--- config.mk ---
export PLATFORM = sky130hd
export DESIGN_NAME = serial_shift_unit
export DESIGN_NICKNAME = d
export VERILOG_FILES = /design/src/rtl/shift_pkg.sv /design/src/rtl/shift_step.sv /design/src/rtl/serial_shift_unit.sv
export SDC_FILE = /design/constraint.sdc
export NUM_CORES = 1
export LEC_CHECK = 0
export BUFFER_PORTS_ARGS = -buffer_cell sky130_fd_sc_hd__buf_2
export CORE_AREA = 2 2 126 128
export CTS_BUF_LIST = sky130_fd_sc_hd__clkbuf_16
export CTS_CLUSTER_SIZE = 14
export DETAILED_ROUTE_END_ITERATION = 10
export DIE_AREA = 0 0 128 130
export GPL_TIMING_DRIVEN = 0
export PLACE_DENSITY_LB_ADDON = 0.08
export SKIP_LAST_GASP = 1
export SLEW_MARGIN = 25
export SYNTH_ARGS = -nofsm -noshare
export SYNTH_HDL_FRONTEND = slang
export SYNTH_SLANG_ARGS = --single-unit
--- constraint.sdc ---
create_clock -name clk -period 3 [get_ports clk]
set_clock_uncertainty 0.2 [all_clocks]
set_input_delay 0 -clock clk [delete_from_list [all_inputs] [get_ports clk]]
set_output_delay 0 -clock clk [all_outputs]
set_load 0.005 [all_outputs]
--- src/rtl/shift_pkg.sv ---
// Shared definitions for the serial shift unit.
//   op_e    : operation encodings as seen on the op port
//   state_e : control states of the serial shifter
package shift_pkg;

    typedef enum logic [1:0] {
        OP_SLL  = 2'b00,
        OP_SRL  = 2'b01,
        OP_SRA  = 2'b10,
        OP_ROTR = 2'b11
    } op_e;

    typedef enum logic [1:0] {
        ST_IDLE  = 2'b00,
        ST_SHIFT = 2'b01,
        ST_DONE  = 2'b10
    } state_e;

endpackage

--- src/rtl/shift_step.sv ---
// Combinational single-step shifter: shifts acc_i by k_i bit positions
// (0..STEP) according to op_i.
//   acc_i  : current accumulator
//   op_i   : operation (sll/srl/sra/rotr)
//   fill_i : fill bit used by sra (sign of the original operand)
//   k_i    : step amount for this cycle
//   acc_o  : shifted accumulator
module shift_step
    import shift_pkg::*;
#(
    parameter int unsigned WIDTH = 32,
    parameter int unsigned KW    = 1
) (
    input  logic [WIDTH-1:0] acc_i,
    input  op_e              op_i,
    input  logic             fill_i,
    input  logic [KW-1:0]    k_i,
    output logic [WIDTH-1:0] acc_o
);

    localparam logic [WIDTH-1:0] ONES = '1;

    always_comb begin
        acc_o = acc_i;
        unique case (op_i)
            OP_SLL:  acc_o = acc_i << k_i;
            OP_SRL:  acc_o = acc_i >> k_i;
            // Top k bits are forced to the fill bit.
            OP_SRA:  acc_o = (acc_i >> k_i) | (~(ONES >> k_i) & {WIDTH{fill_i}});
            // k_i==0 makes the left shift WIDTH wide, which yields zero.
            OP_ROTR: acc_o = (acc_i >> k_i) | (acc_i << (WIDTH - k_i));
            default: acc_o = acc_i;
        endcase
    end

endmodule

--- src/rtl/serial_shift_unit.sv ---
// Multi-cycle shift unit: performs sll/srl/sra/rotr on a WIDTH-bit operand,
// STEP bits per cycle, with a start/busy/done handshake.
//   clk    : rising-edge clock
//   resetn : asynchronous active-low reset
//   start  : request, accepted in IDLE or DONE when flush is low
//   op     : 00 sll, 01 srl, 10 sra, 11 rotr
//   sa     : shift amount, latched on accepted start
//   din    : operand, latched on accepted start
//   flush  : synchronous abort, has priority over start
//   busy   : high while shifting
//   done   : one-cycle pulse when dout is updated
//   dout   : last completed result
module serial_shift_unit
    import shift_pkg::*;
#(
    parameter int unsigned WIDTH = 32,
    parameter int unsigned SAW   = 5,
    parameter int unsigned STEP  = 1
) (
    input  logic             clk,
    input  logic             resetn,
    input  logic             start,
    input  logic [1:0]       op,
    input  logic [SAW-1:0]   sa,
    input  logic [WIDTH-1:0] din,
    input  logic             flush,
    output logic             busy,
    output logic             done,
    output logic [WIDTH-1:0] dout
);

    localparam int unsigned KW = $clog2(STEP + 1);

    state_e           state_q;
    op_e              op_q;
    logic             fill_q;
    logic [WIDTH-1:0] acc_q;
    logic [SAW-1:0]   cnt_q;
    logic             busy_q;
    logic             done_q;
    logic [WIDTH-1:0] dout_q;

    logic [KW-1:0]    k;
    logic [WIDTH-1:0] acc_d;
    logic [SAW-1:0]   cnt_d;

    // k = min(STEP, cnt); when k==STEP exceeds the SAW range, cnt < STEP,
    // so the truncating cast in cnt_d never sees k==STEP.
    always_comb begin
        if (32'(cnt_q) >= 32'(STEP)) begin
            k = KW'(STEP);
        end else begin
            k = KW'(cnt_q);
        end
        cnt_d = cnt_q - SAW'(k);
    end

    shift_step #(
        .WIDTH (WIDTH),
        .KW    (KW)
    ) u_step (
        .acc_i  (acc_q),
        .op_i   (op_q),
        .fill_i (fill_q),
        .k_i    (k),
        .acc_o  (acc_d)
    );

    always_ff @(posedge clk or negedge resetn) begin
        if (!resetn) begin
            state_q <= ST_IDLE;
            op_q    <= OP_SLL;
            fill_q  <= 1'b0;
            acc_q   <= '0;
            cnt_q   <= '0;
            busy_q  <= 1'b0;
            done_q  <= 1'b0;
            dout_q  <= '0;
        end else begin
            done_q <= 1'b0;
            unique case (state_q)
                ST_IDLE, ST_DONE: begin
                    if (flush || !start) begin
                        state_q <= ST_IDLE;
                        busy_q  <= 1'b0;
                    end else begin
                        acc_q  <= din;
                        cnt_q  <= sa;
                        op_q   <= op_e'(op);
                        fill_q <= din[WIDTH-1];
                        if (sa == '0) begin
                            // Zero shift completes on the accepting edge.
                            state_q <= ST_DONE;
                            dout_q  <= din;
                            done_q  <= 1'b1;
                            busy_q  <= 1'b0;
                        end else begin
                            state_q <= ST_SHIFT;
                            busy_q  <= 1'b1;
                        end
                    end
                end
                ST_SHIFT: begin
                    if (flush) begin
                        state_q <= ST_IDLE;
                        busy_q  <= 1'b0;
                    end else begin
                        acc_q <= acc_d;
                        cnt_q <= cnt_d;
                        if (cnt_d == '0) begin
                            state_q <= ST_DONE;
                            dout_q  <= acc_d;
                            done_q  <= 1'b1;
                            busy_q  <= 1'b0;
                        end
                    end
                end
                default: begin
                    state_q <= ST_IDLE;
                    busy_q  <= 1'b0;
                end
            endcase
        end
    end

    assign busy = busy_q;
    assign done = done_q;
    assign dout = dout_q;

endmodule

==> flow_summary.json, run 1 <==
{
  "status": "finished, violations left",
  "violations": "negative hold slack, negative setup slack",
  "synth_edf_count": 0,
  "pin_count": 77,
  "wl_per_cell_um": 18.6,
  "layout-drive-gt1-share_pct": 37.0,
  "timing.fmax_mhz": 331,
  "grt_pass1_wl_um": 20300,
  "rows": 46,
  "syn_avg_cell_area_sq_um": 12.1,
  "async_flop_share_pct": 100,
  "hp-class": "primary input to asynchronous set/reset pin",
  "finalMaxSlewViolations": 0,
  "syn_inst": 357,
  "slew_headroom_pct": 37.3,
  "synthTopCellsByCount": "dfrtp_1 (75), mux2_2 (36)",
  "synthDistinctLibCells": 39,
  "cts_tree": "built",
  "hold_viol": 1,
  "cap_viol_max_count": 0,
  "viasPerCell": 5.09,
  "crit_chain": "or3_4 > nor3_4 > clkbuf_8 > or2_4 > inv_2 > ha_4 > xor2_2 > a2111oi_4 > a22oi_2 > buf_6 > buf_12 > mux2_4",
  "die_area_sq_um": 16600,
  "finalCritPeriodShare_pct": 101,
  "whs_ps": -4.75,
  "rsz0062_at_grt": "true",
  "path_clk_slew_ps": 60,
  "crit_required_ps": 3030,
  "hpwl_um": 8750,
  "antenna_found_initial": 0,
  "synth_warnings": 0,
  "fp.dieW_um": 128,
  "min_period_ps": 3020,
  "finalSetupViolations": 22,
  "wirelength_um": 12900,
  "path_delay_family": "simple AND/OR/NAND/NOR gates",
  "ys.flop_type": "dfrtp_1",
  "synth_most_common_cell": "dfrtp_1",
  "synth.area.top_cells": "dfrtp_1 (43%), mux2_2 (9.3%), mux2_4 (9.3%), mux2i_1 (7.2%), a32oi_1 (6.3%)",
  "irDropWorstVdd_uv": 279,
  "grt_usage_pct": 16.1,
  "yosysSeqAreaShare_pct": 43.3,
  "gp_congestion": 0.775,
  "h-tree-depth": 3,
  "clk_latency_ps": 350,
  "via_count": 3520,
  "core-area_sq_um": 15400,
  "clock-root-buffer": "clkbuf_16",
  "drc": 0,
  "drt_iter0_drc": 153,
  "start_util_pct": 28.1,
  "drtAntennaViolNets": 0,
  "cp-end-kind": "flop",
  "power_density_nw_per_um2": 798,
  "power_mw": 4.63,
  "synthesis.area_sq_um": 4340,
  "grt.overflow.total": 0,
  "yosysTopAreaCell": "dfrtp_1",
  "antenna_cells": 0,
  "synth-seq-cells": 75,
  "arrival_ps": 3050,
  "cpPeakStageDelay_ps": 400,
  "io_buffers": 76,
  "syn-num-nets": 402,
  "slowest_stage": "dfrtp_2",
  "cp_max_fo": 10,
  "clock_path_buffers": 2,
  "grt_pass1_vias": 3603,
  "fin_ws_ps": -18.1,
  "die_height_um": 130,
  "path_buf_inv": 4,
  "fin_nets": 541,
  "worstSetupPathType": "flop to flop",
  "leakage_nw": 2.70,
  "clock-sinks": 75,
  "synth.top_cell.area_share_pct": 43.3,
  "dr.pass1.iters": 4,
  "grt_max_degree": 55,
  "start_kind": "flop",
  "worst_pin_slew_ps": 934,
  "cts_made_buffers": 9,
  "syn_to_final_growth_pct": 33.7
}
==> stage by stage <==
stage / setup TNS (ps) / util, % / cell area, sq um / instances / setup WS [ps]
floorplan: -888 / - / 4380 / 357 / -34.5
global placement: -15880 / 32.4 / 5000 / 625 / -522
detailed placement: -16180 / 32.6 / 5030 / 626 / -534
CTS: -1680 / 37.6 / 5800 / 691 / -69.2
global route: -2650 / 37.6 / 5800 / 692 / -111
finish: -210 / 37.6 / 5800 / 692 / -18.1
==> worst reg2reg max path, delay by kind of cell, from the launching register on <==
family	cells	cell delay (ps)
buf+inv	4	540
simple gates	3	670
fa+ha+maj	1	170
xor+xnor	1	180
flops	1	400
compound gates	2	440
mux	1	310
==> worst paths after layout <==
check                      cells past startpoint       end     start  slack, ps
setup / recovery                              12  dout[12]  cnt_q[2]        -20
min in group clk                               4   dout[0]    din[0]         40
setup reg to reg                              12  dout[12]  cnt_q[2]        -20
max in group asynchronous                      3  cnt_q[2]    resetn       2120
hold reg to reg                                1  dout[22]  dout[22]        280
hold / removal                                 3  dout[26]    resetn         -5
==> registers in the layout, indices dropped and copies added (netlist names) <==
name / count
cnt_q: 5
dout: 32
acc_q: 32
fill_q: 1
busy: 1
op_q: 2
state_q: 1
done: 1
==> placed cells by master, fill, tap and decap left out, types with 2 or more instances in the layout <==
cell,count
nor3b_1,2
a31oi_1,2
a21oi_1,6
mux2_2,36
mux2i_1,31
and3b_1,31
clkinv_1,2
clkbuf_16,9
clkbuf_1,23
mux2_4,27
o21ai_0,6
mux2_1,3
buf_2,82
nor2_1,9
buf_6,2
inv_1,5
dlygate4sd3_1,41
clkinv_2,2
o31ai_1,31
nor3_1,2
buf_12,2
nand2_1,4
a32oi_1,31
dfrtp_1,74
buf_4,8
==> metal layers <==
layer / up-vias / part of all wire [%] / global-route usage (%)
met5: - / 0 / 0
met3: 17 / 3.7 / 2.46
li1: 1665 / - / -
met4: 0 / 2.1 / 6.79
met1: 1747 / 49 / 22.4
met2: 91 / 45 / 25.0
==> cell type report <==
class | instances | area [sq um]
tap | 192 | 240
buffer | 34 | 189
clock buffer | 9 | 225
sequential | 75 | 1880
multi-input combinational | 242 | 2310
clock inverter | 6 | 33.8
timing repair buffer | 128 | 901
fill | 1517 | 9630
inverter | 6 | 22.5
==> timing repair <==
action | CTS | global route
cloned | 0 | 0
hold endpoints to repair | 146 | 0
setup buffers | 8 | 1
resized for setup | 7 | 0
endpoints found under the setup margin | 34 | 30
pin swaps | 4 | 1
hold buffers | 42 | 0
==> where the power goes <==
part / internal [mW] / total [mW] / leakage, nW / switching, mW
Sequential: 1.44 / 1.82 / 0.928 / 0.378
Clock: 0.548 / 0.990 / 0.126 / 0.441
Combinational: 0.970 / 1.82 / 1.65 / 0.848
Total: 2.96 / 4.63 / 2.70 / 1.67
==> kinds of logic (layout without fill, tap and decap cells) <==
family                   after synthesis  after routing  synth area share [%]
AO/OA/AOI/OAI                         84             84                  15.3
AND/OR/NAND/NOR                       58             58                  9.87
multiplexers                          97             97                  26.6
adder cells (fa/ha/maj)                2              2                 0.577
buffers and inverters                 40            183                  4.15
flip-flops                            75             75                  43.3
XOR/XNOR                               1              1                 0.202
Note: power is estimated with default switching activity, not from simulation.
==> inputs of run 2 (changes only) <==
Settings changed: CORE_AREA 2 2 126 128 to 2 2 141 143, DIE_AREA 0 0 128 130 to 0 0 143 145.
==> flow_summary.json, run 2 (same netlist as run 1, synthesis figures left out) <==
{
  "status": "complete, no violations",
  "hold-path-cell-count": 4,
  "die_area_sq_um": 20700,
  "power_density_nw_per_um2": 775,
  "clk_latency_ps": 340,
  "cts_tree": "built",
  "grt_pass1_vias": 3696,
  "layout-drive-gt1-share_pct": 39.0,
  "clock-sinks": 75,
  "irDropWorstVdd_uv": 347,
  "cap_viol_max_count": 0,
  "min_from": "din[0]",
  "finalMaxSlewViolations": 0,
  "hold_viol": 0,
  "viasPerCell": 4.50,
  "hpwl_um": 9430,
  "rows": 51,
  "path_clk_slew_ps": 60,
  "finalCritPeriodShare_pct": 98.4,
  "antenna_cells": 0,
  "fp.dieW_um": 143,
  "fin_setup_tns_ps": 0,
  "clock_path_buffers": 2,
  "seqCellArea_sq_um": 1880,
  "wirelength_um": 14000,
  "clock-root-buffer": "clkbuf_16",
  "fin_nets": 555,
  "worstSetupPathType": "flop to flop",
  "worstReg2RegEnd": "dout[5]",
  "pin_count": 77,
  "start_kind": "flop",
  "grt.overflow.total": 0,
  "dr.pass1.iters": 5,
  "rrSetupSlack_ps": 50,
  "layout_commonest_cell": "buf_2",
  "antenna_found_initial": 0,
  "crit_required_ps": 3020,
  "holdPathEnd": "dout[0]",
  "drtAntennaViolNets": 0,
  "rsz0062_at_grt": "true",
  "worst_pin_slew_ps": 863,
  "slew_headroom_pct": 42.0,
  "wl_per_cell_um": 18.0,
  "core-area_sq_um": 19200,
  "grt_max_degree": 45,
  "hp-class": "primary input to flop",
  "cts_made_buffers": 9,
  "die_height_um": 145,
  "grt_usage_pct": 13.9,
  "finalSetupViolations": 0,
  "reg2reg_from": "cnt_q[0]",
  "nFillCells": 2018,
  "h-tree-depth": 3,
  "leakage_nw": 2.82,
  "most-common-layout-cells": "buf_2 (81), dfrtp_1 (74), dlygate4sd3_1 (42)",
  "start_util_pct": 22.6,
  "drc": 0,
  "syn_to_final_growth_pct": 40.1,
  "multi_input_area_sq_um": 2310,
  "cp_max_fo": 5,
  "arrival_ps": 2970,
  "final_area_sq_um": 6080,
  "timing.fmax_mhz": 339,
  "cp-end-kind": "flop",
  "drt_iter0_drc": 146,
  "gp_congestion": 0.745,
  "worst-r2r-cell-count": 12,
  "dpl-instance-area_sq_um": 5120,
  "grt_pass1_wl_um": 21900,
  "min_period_ps": 2950,
  "via_count": 3510,
  "io_buffers": 76
}
[run 2: critical path, cell delays in order (launching register included)]
cell,delay (ps)
dfrtp_1,380
or3_4,410
nor3_4,150
clkbuf_8,160
or2_4,110
inv_2,40
ha_4,150
xor2_2,150
a2111oi_4,330
a22oi_2,120
buf_6,190
clkbuf_16,160
mux2_4,290
[run 2: worst max path at each step]
stage,from,to,slack [ps],cells past startpoint
4_1_cts,cnt_q[0],dout[21],-10,12
3_5_place_dp,cnt_q[2],dout[13],-580,11
5_1_grt,cnt_q[0],dout[13],-70,12
2_1_floorplan,cnt_q[1],dout[0],-30,11
3_3_place_gp,cnt_q[2],dout[11],-560,11
6_report,cnt_q[0],dout[5],50,12
[run 2: report_power, final]
part,internal [mW],switching (mW),leakage [nW]
registers,1.44,0.380,0.928
logic,1.01,0.883,1.76
clock network,0.549,0.444,0.127
total,3.00,1.71,2.82
[run 2: final cells by class]
type	count	area share [%]
plain buffers	32	3.07
inverters	6	0.371
flip-flops and latches	75	30.9
repair buffers	144	17.8
clock inverters	7	0.597
multi-input cells	242	38.1
well taps	265	5.46
clock buffers	9	3.71
[run 2: layer usage]
metal	vias up	track usage [%]	share of wire, %
li1	1695	-	-
met1	1723	19.8	48
met2	84	21.7	47
met3	8	2.54	3.7
met4	0	3.42	0.91
met5	-	0	0
[run 2: through the flow]
step           utilization [%]  instances  worst slack, ps  hold WS (ps)  total power, mW
6_report                  31.6        780             48.6          86.8             4.71
3_3_place_gp              26.5        698             -563          71.9             3.60
2_1_floorplan                -        357            -34.5          -496             2.96
5_1_grt                   31.6        780            -72.9          78.8             5.05
3_5_place_dp              26.7        699             -576          -281             3.62
4_1_cts                   31.4        777            -12.0          47.3             4.75
[run 2: repair_timing]
item | 4_1_cts | 5_1_grt
endpoints found under the setup margin | 34 | 41
hold buffers | 43 | 0
gates resized for setup | 12 | 1
setup buffers | 19 | 3
endpoints found under the hold margin | 146 | 0
pin swaps | 6 | 1
cloned | 1 | 1
==> inputs of run 3 (changes only) <==
Settings changed: CORE_AREA 2 2 141 143 to 2 2 137 139, DIE_AREA 0 0 143 145 to 0 0 139 141, SYNTH_HIERARCHICAL set to 1.
==> flow_summary.json, run 3 <==
{
  "hold_viol": 0,
  "yosys-mux-area-fraction_pct": 24.3,
  "cpPeakStageDelay_ps": 500,
  "cp-end-kind": "flop",
  "irDropWorstVdd_uv": 297,
  "worstSetupPathType": "flop to flop",
  "timing.fmax_mhz": 371,
  "grt.overflow.total": 0,
  "die_area_sq_um": 19600,
  "fin_setup_tns_ps": 0,
  "power_density_nw_per_um2": 785,
  "finalSetupViolations": 0,
  "reg2reg_from": "cnt_q[4]",
  "hpwl_um": 8590,
  "grt_max_degree": 45,
  "whs_ps": 288,
  "synthDistinctLibCells": 33,
  "path_clk_slew_ps": 60,
  "slew_headroom_pct": 53.8,
  "arrival_ps": 2730,
  "worst-r2r-cell-count": 8,
  "synth_most_common_cell": "mux2i_1",
  "most-common-layout-cells": "mux2i_1 (87), buf_2 (86), dfrtp_1 (76)",
  "gp_congestion": 0.758,
  "syn_avg_cell_area_sq_um": 9.82,
  "wirelength_um": 12500,
  "start_util_pct": 22.4,
  "drc": 0,
  "crit_chain": "nor2_1 > a21oi_1 > ha_1 > xnor2_1 > a21oi_2 > o31ai_4 > buf_6 > mux2_1",
  "yosysTopAreaCell": "dfrtp_1",
  "layout-drive-gt1-share_pct": 21.9,
  "crit_required_ps": 3040,
  "dr.pass1.iters": 4,
  "rsz0062_at_grt": "false",
  "synth.top_cell.area_share_pct": 46.6,
  "h-tree-depth": 3,
  "drt_iter0_drc": 149,
  "cts_setup_buffers": 0,
  "pin_count": 77,
  "grt_pass1_wl_um": 19900,
  "grt_usage_pct": 13.3,
  "cts_made_buffers": 9,
  "via_count": 3394,
  "ctsResizeCount": 0,
  "worstReg2RegEnd": "dout[3]",
  "io_buffers": 76,
  "rrSetupSlack_ps": 300,
  "start_kind": "flop",
  "nFillCells": 1969,
  "clk_latency_ps": 350,
  "hold-path-cell-count": 1,
  "synth_warnings": 6,
  "synthesis.area_sq_um": 4090,
  "core-area_sq_um": 18300,
  "holdPathEnd": "dout[3]",
  "die_height_um": 141,
  "min_period_ps": 2700,
  "rows": 50,
  "synth_edf_count": 0,
  "synth_top_family_by_area": "multiplexers",
  "cap_viol_max_count": 0,
  "antenna_cells": 0,
  "synth-simple-area-share_pct": 10.3,
  "ys.flop_type": "dfrtp_1",
  "wl_per_cell_um": 15.7,
  "synth.area.top_cells": "dfrtp_1 (47%), mux2i_1 (21%), a21oi_1 (7.7%), nor2_1 (6.1%), inv_1 (2.8%)",
  "fin_nets": 597,
  "clock-root-buffer": "clkbuf_16",
  "dpl-instance-area_sq_um": 4790,
  "synth-xor-area-share_pct": 0.214,
  "synthTopCellsByCount": "mux2i_1 (87), dfrtp_1 (76), nor2_1 (66)",
  "finalCritPeriodShare_pct": 89.9,
  "final_area_sq_um": 5550,
  "synth-seq-cells": 76,
  "layout_commonest_cell": "mux2i_1",
  "finalMaxSlewViolations": 0,
  "dpl_worst_slack_ps": 280,
  "syn_to_final_growth_pct": 35.7,
  "async_flop_share_pct": 100,
  "worst_pin_slew_ps": 692,
  "fin_ws_ps": 304,
  "min_from": "dout[3]",
  "hp-class": "flop to flop",
  "fp.dieW_um": 139,
  "leakage_nw": 2.45,
  "slowest_stage": "o31ai_4",
  "drtAntennaViolNets": 0,
  "grt_pass1_vias": 3478,
  "syn_inst": 416,
  "status": "complete, no violations",
  "clock-sinks": 76,
  "clock_path_buffers": 2,
  "syn-num-nets": 460,
  "yosysSeqAreaShare_pct": 46.6,
  "synth-compound-area-share_pct": 11.2,
  "cts_tree": "built",
  "synthAdderAreaFrac_pct": 0.306,
  "viasPerCell": 4.29,
  "antenna_found_initial": 0,
  "cp_max_fo": 10
}
## run 3: how the worst max path moves through the flow
stage / start / to / depth (start not counted)
2_1_floorplan: cnt_q[2] / dout[2] / 9
3_3_place_gp: cnt_q[4] / dout[2] / 8
3_5_place_dp: cnt_q[4] / dout[3] / 8
4_1_cts: cnt_q[4] / dout[3] / 8
5_1_grt: cnt_q[4] / dout[3] / 8
6_report: cnt_q[4] / dout[3] / 8
## run 3: cell families (layout without fill, tap and decap cells)
family | after synthesis | after routing
AOI/OAI and AO/OA | 81 | 81
xor gates and xnor gates | 1 | 1
adders and majority gates | 1 | 1
buffers and inverters | 58 | 200
DFF | 76 | 76
muxes | 98 | 98
and+or+nand+nor | 101 | 101
## run 3: routing by layer
metal | up-vias | part of all wire (%) | global-route usage [%]
met3 | 11 | 3.6 | 2.96
li1 | 1695 | - | -
met5 | - | 0 | 0
met2 | 57 | 48 | 21.3
met1 | 1631 | 47 | 17.6
met4 | 0 | 1.5 | 4.68
## run 3: what timing repair did
item,CTS,global route
endpoints found under the setup margin,0,0
hold buffers,49,0
hold endpoints to repair,152,0
## run 3: final cells by class
type | count | area [sq um] | area share [%]
clock buffer | 9 | 225 | 4.06
clock inverter | 7 | 27.5 | 0.496
timing repair buffer | 126 | 915 | 16.5
buffer | 27 | 171 | 3.09
sequential | 76 | 1900 | 34.3
tap | 234 | 293 | 5.28
inverter | 31 | 116 | 2.10
multi-input combinational | 282 | 1900 | 34.2
## run 3: critical path: cells and delay by family, from the launching register on
kind / cells / cell delay (ps)
AOI/OAI and AO/OA: 3 / 740
muxes: 1 / 330
xor gates and xnor gates: 1 / 190
and+or+nand+nor: 1 / 210
buffers and inverters: 1 / 240
DFF: 1 / 400
adders and majority gates: 1 / 260
## run 3: metrics by stage
step / util [%] / power [mW] / std cells
finish: 30.4 / 4.35 / 792
global route: 30.4 / 4.72 / 792
CTS: 30.4 / 4.43 / 792
detailed placement: 26.2 / 3.35 / 727
global placement: 26.0 / 3.34 / 726
floorplan: - / 2.78 / 416
## run 3: power breakdown
group | internal [mW] | switching [mW]
logic | 0.801 | 0.819
registers | 1.42 | 0.320
clock network | 0.541 | 0.448
